`config.mk`:
```
export PLATFORM = sky130hd
export DESIGN_NAME = contador_pops_flat
export DESIGN_NICKNAME = d
export VERILOG_FILES = /design/src/rtl/contador_pops_if.sv /design/src/rtl/contador_pops.sv /design/src/flat_wrapper.sv
export SDC_FILE = /design/constraint.sdc
export NUM_CORES = 1
export LEC_CHECK = 0
export ABC_CLOCK_PERIOD_IN_PS = 4120
export CORE_UTILIZATION = 50
export CTS_CLUSTER_DIAMETER = 50
export DETAILED_ROUTE_END_ITERATION = 12
export PLACE_DENSITY = 0.73
export SKIP_LAST_GASP = 1
export SLEW_MARGIN = 5
export SYNTH_ARGS = -nofsm -noshare
export SYNTH_HDL_FRONTEND = slang
export SYNTH_SLANG_ARGS = --single-unit
export TNS_END_PERCENT = 10
```
`constraint.sdc`:
```
create_clock -name clk -period 4.12 [get_ports clk]
set_clock_uncertainty 0.1 [all_clocks]
set_input_delay 0.824 -clock clk [delete_from_list [all_inputs] [get_ports clk]]
set_output_delay 0.824 -clock clk [all_outputs]
set_load 0.01 [all_outputs]
```
`src/rtl/contador_pops_if.sv`:
```
// Egress-FIFO pop-monitor and count read-back bundle for contador_pops.
// The master drives pop/empty/idle/req/idx; the slave (the counter block) returns data_out/valid.
interface contador_pops_if #(
    parameter int CNT_WIDTH = 5
);
    logic [3:0]           pop;
    logic [3:0]           empty;
    logic                 idle;
    logic                 req;
    logic [2:0]           idx;
    logic [CNT_WIDTH+1:0] data_out;
    logic                 valid;

    modport master (
        output pop, empty, idle, req, idx,
        input  data_out, valid
    );

    modport slave (
        input  pop, empty, idle, req, idx,
        output data_out, valid
    );
endinterface

```
`src/rtl/contador_pops.sv`:
```
// Per-lane pop counters for egress FIFOs 4..7, read back over req/idx only while the main FSM is idle.
// Optional macro CONTADOR_SAT_EN: saturating counters with sticky per-lane flags reported in data_out MSB.
module contador_pops #(
    parameter int CNT_WIDTH = 5,
    parameter int NUM_FIFOS = 4
) (
    input logic            clk,
    input logic            reset,
    contador_pops_if.slave bus
);
    localparam int OUT_W = CNT_WIDTH + 2;
    localparam logic [0:0] ST_COUNT = 1'b0;
    localparam logic [0:0] ST_READ  = 1'b1;

    logic [0:0]           state;
    logic [CNT_WIDTH-1:0] cnt [NUM_FIFOS];
    logic [NUM_FIFOS-1:0] hit;
    logic [OUT_W-1:0]     total;
    logic [OUT_W-1:0]     sel;
    logic [OUT_W-1:0]     data_q;
    logic [NUM_FIFOS-1:0] sat_flag;

    // Counter advance; wrap or saturate depending on build
    function automatic logic [CNT_WIDTH-1:0] next_count(input logic [CNT_WIDTH-1:0] c,
                                                         input logic inc);
        logic [CNT_WIDTH-1:0] n;
        n = c;
        if (inc) begin
`ifdef CONTADOR_SAT_EN
            if (c != {CNT_WIDTH{1'b1}}) n = c + 1'b1;
`else
            n = c + 1'b1;
`endif
        end
        return n;
    endfunction

    assign hit = bus.pop & ~bus.empty;

    always_ff @(posedge clk or posedge reset) begin
        if (reset) begin
            for (int i = 0; i < NUM_FIFOS; i++) cnt[i] <= '0;
        end else begin
            for (int i = 0; i < NUM_FIFOS; i++) cnt[i] <= next_count(cnt[i], hit[i]);
        end
    end

`ifdef CONTADOR_SAT_EN
    always_ff @(posedge clk or posedge reset) begin
        if (reset) begin
            sat_flag <= '0;
        end else begin
            for (int i = 0; i < NUM_FIFOS; i++)
                if (hit[i] && cnt[i] == {CNT_WIDTH{1'b1}}) sat_flag[i] <= 1'b1;
        end
    end
`else
    assign sat_flag = '0;
`endif

    always_comb begin
        total = '0;
        for (int i = 0; i < NUM_FIFOS; i++) total = total + OUT_W'(cnt[i]);
    end

    // Read mux sees registered counters, so a read colliding with a pop returns the old value
    always_comb begin
        sel = '0;
        case (bus.idx)
            3'd0, 3'd1, 3'd2, 3'd3: begin
                sel = OUT_W'(cnt[bus.idx[1:0]]);
                sel[OUT_W-1] = sat_flag[bus.idx[1:0]];
            end
            3'd4: begin
                sel = total;
                if (|sat_flag) sel[OUT_W-1] = 1'b1;
            end
            default: sel = '0;
        endcase
    end

    always_ff @(posedge clk or posedge reset) begin
        if (reset) begin
            state  <= ST_COUNT;
            data_q <= '0;
        end else if (bus.req && bus.idle) begin
            state  <= ST_READ;
            data_q <= sel;
        end else begin
            state  <= ST_COUNT;
        end
    end

    assign bus.valid    = (state == ST_READ);
    assign bus.data_out = data_q;
endmodule

```
`src/flat_wrapper.sv`:
```
// flat-port wrapper written by rule: the top's interface ports become plain ports
module contador_pops_flat 
#(
    parameter int CNT_WIDTH = 5,
    parameter int NUM_FIFOS = 4
)
  (clk, reset, bus_pop, bus_empty, bus_idle, bus_req, bus_idx, bus_data_out, bus_valid);
  contador_pops_if #(.CNT_WIDTH(CNT_WIDTH)) bus_i ();
  input logic clk;
  input logic reset;
  input wire logic [$bits(bus_i.pop)-1:0] bus_pop;
  input wire logic [$bits(bus_i.empty)-1:0] bus_empty;
  input wire logic [$bits(bus_i.idle)-1:0] bus_idle;
  input wire logic [$bits(bus_i.req)-1:0] bus_req;
  input wire logic [$bits(bus_i.idx)-1:0] bus_idx;
  output wire logic [$bits(bus_i.data_out)-1:0] bus_data_out;
  output wire logic [$bits(bus_i.valid)-1:0] bus_valid;
  assign bus_i.pop = bus_pop;
  assign bus_i.empty = bus_empty;
  assign bus_i.idle = bus_idle;
  assign bus_i.req = bus_req;
  assign bus_i.idx = bus_idx;
  assign bus_data_out = bus_i.data_out;
  assign bus_valid = bus_i.valid;
  contador_pops #(.CNT_WIDTH(CNT_WIDTH), .NUM_FIFOS(NUM_FIFOS)) u_core (.clk(clk), .reset(reset), .bus(bus_i));
endmodule
```
==> metrics.csv <==
stage,metric,value,unit
global_routing,grt_max_degree,29,
setup_path,crit_path_start_kind,flop,
route,ant_nets,0,
global_routing,grt_antenna_before_repair,0,
floorplan,rows,21,
clock_network,cts_made_buffers,3,
synth,syn_area_per_cell,11.0,µm²
clock_network,tritoncts,yes,
floorplan,start_util,0.527,
route,vias,1229,
synth,ys_ff_latch,28,
timing,relSlewSlack,0.303,
floorplan,coreArea,3390,µm²
synth,synth_area_leaders,"dfrtp_1 39%, ha_1 9.8%, fa_1 7.8%",
timing,fin_setup_tns,0,ps
synth,synth_nets,198,
global_routing,grt_usage,0.202,
route,first_iter_violations,57,
route,drt-pass1-iter-count,4,
global_routing,grt_pass1_vias,1157,
clock_network,cts_setup_buffers,0,
job,drv_cap,0,
synth,synth_edf_count,0,
worst_hold_path,hp-start,u_core.bus.data_out[6],
synth,synth_flop_cell,dfrtp_1,
setup_path,cp-endpoint,u_core.bus.data_out[6],
clock_network,clock_sinks,28,
clock_network,clk_pin_slew,150,ps
timing,slew_violations,0,
setup_path,crit-reg2reg-launch,u_core.cnt[15],
setup_path,required,4280,ps
synth,async_reset_ff_frac,1.00,
setup_path,crit_type,reg -> reg,
floorplan,die_h,61.8,µm
synth,synth.largest_area_cell,dfrtp_1,
synth,yosysTopAreaCellShare,0.392,
clock_network,hold_buffers,0,
setup_path,regToRegSetupSlack,970,ps
setup_path,cp_max_fo,5,
route,via_per_inst,5.30,
timing,rsz0062_at_grt,no,
timing,finalSetupViolCount,0,
floorplan,dieArea,3820,µm²
timing,fin_hold_ws,400,ps
worst_hold_path,hold_class,reg -> reg,
timing,fin_ws,973,ps
final_layout,diodes,0,
placed_design,io_buffers,22,
final_layout,syn2layout_area_growth,16.2,%
final_layout,nNetsFinal,224,
clock_network,h-tree-depth,1,
placed_design,pre_cts_ws,1020,ps
clock_network,cts_buffer_depth,2,
placed_design,place.gp.congestion,0.941,
synth,yosys.cell_types.count,29,
placed_design,dp_hpwl,2680,µm
setup_path,rr_endpoint,u_core.bus.data_out[6],
timing,hold_violations,0,
clock_network,root_buffer,clkbuf_4,
global_routing,overflow,0,
setup_path,endpoint_kind,flop,
floorplan,ios,23,
setup_path,critical_path.startpoint,u_core.cnt[15],
setup_path,critPathArrivalTime,3310,ps
synth,netlist_instances,162,
global_routing,grt_pass1_wl,5400,µm
outcome,status,"finished, final reports clean",
synth,ys_seq_area_frac,0.392,
floorplan,die_x,61.8,µm
synth,syn_area,1790,µm²
timing,fin_crit,3150,ps
route,wl_per_cell,14.2,µm
timing,fmaxAchievable,318,MHz
clock_network,clock_latency,340,ps
route,route.detailed.drc,0,
synth,yosys_warnings,0,
final_layout,drive_gt1_frac,0.0645,
timing,tightest_slew,1040,ps
synth,ys_top_cells_by_count,"28 x dfrtp_1, 24 x inv_1, 16 x xnor2_1, 14 x ha_1, 12 x nand2_1",
synth,yosysMostFrequentCell,dfrtp_1,
timing,min_period_over_period,0.764,
setup_path,ff2ff_path_depth,11,
route,routed_wl,3290,µm
clock_network,cts_resized,0,
[cell usage in the layout (no fill, tap or decap), types with 5 or more instances in the layout]
cell type / synthesis / layout
clkdlybuf4s50_1: 0 / 22
dfrtp_1: 28 / 28
fa_1: 7 / 7
ha_1: 14 / 14
inv_1: 24 / 24
mux4_2: 5 / 5
nand2_1: 12 / 12
nand4_1: 8 / 8
xnor2_1: 16 / 16
[per-stage QoR]
stage	utilization	area (µm²)	instances
3_3_place_gp	0.606	2050	229
3_5_place_dp	0.606	2050	229
5_1_grt	0.612	2080	232
6_report	0.612	2080	232
2_1_floorplan	-	1790	162
4_1_cts	0.612	2080	232
[worst max-delay path, stage by stage, from the launching register on]
cell     delay [ps]
dfrtp_1         470
ha_1            250
fa_1            420
a21o_1          180
a21oi_1         170
xor2_1          100
fa_1            490
inv_1            50
ha_1            310
o21ai_0         140
o21a_1          200
o31ai_1         220
[worst min path at each step]
stage                              to  slack [ps]  cells after the start
2_1_floorplan           u_core.cnt[9]         360                      1
3_3_place_gp   u_core.bus.data_out[5]         370                      2
3_5_place_dp   u_core.bus.data_out[6]         370                      2
4_1_cts        u_core.bus.data_out[6]         410                      2
5_1_grt        u_core.bus.data_out[6]         430                      2
6_report       u_core.bus.data_out[6]         400                      2
[state kept, by name, indices dropped and copies added, names as in the netlist]
name / count
u_core.bus.data_out: 7
u_core.bus.valid: 1
u_core.cnt: 20
[per-layer routing]
layer / part of all wire / vias up / track usage
li1: - / 606 / -
met1: 0.47 / 594 / 0.266
met2: 0.48 / 22 / 0.327
met3: 0.019 / 7 / 0.0290
met4: 0.022 / 0 / 0.102
met5: 0 / - / 0
[final cells by class]
class                   instances  area, µm²
repair buffers                 22        220
fillers                       273       1310
clock buffers                   3       22.5
well taps                      46       57.6
multi-input cells             109        985
flip-flops and latches         28        701
inverters                      24       90.1
[kinds of logic (layout without fill, tap and decap cells)]
group,Yosys count,count (layout),share of synthesized area
compound gates,27,27,0.100
xor+xnor,20,20,0.0980
fa+ha+maj,21,21,0.176
buf+inv,25,49,0.0567
flops,28,28,0.392
mux,7,7,0.0756
simple gates,34,34,0.101
Power is left out: the tool's default activity adds up to more than one toggle a clock period on the data nets, which glitch-free logic cannot reach.
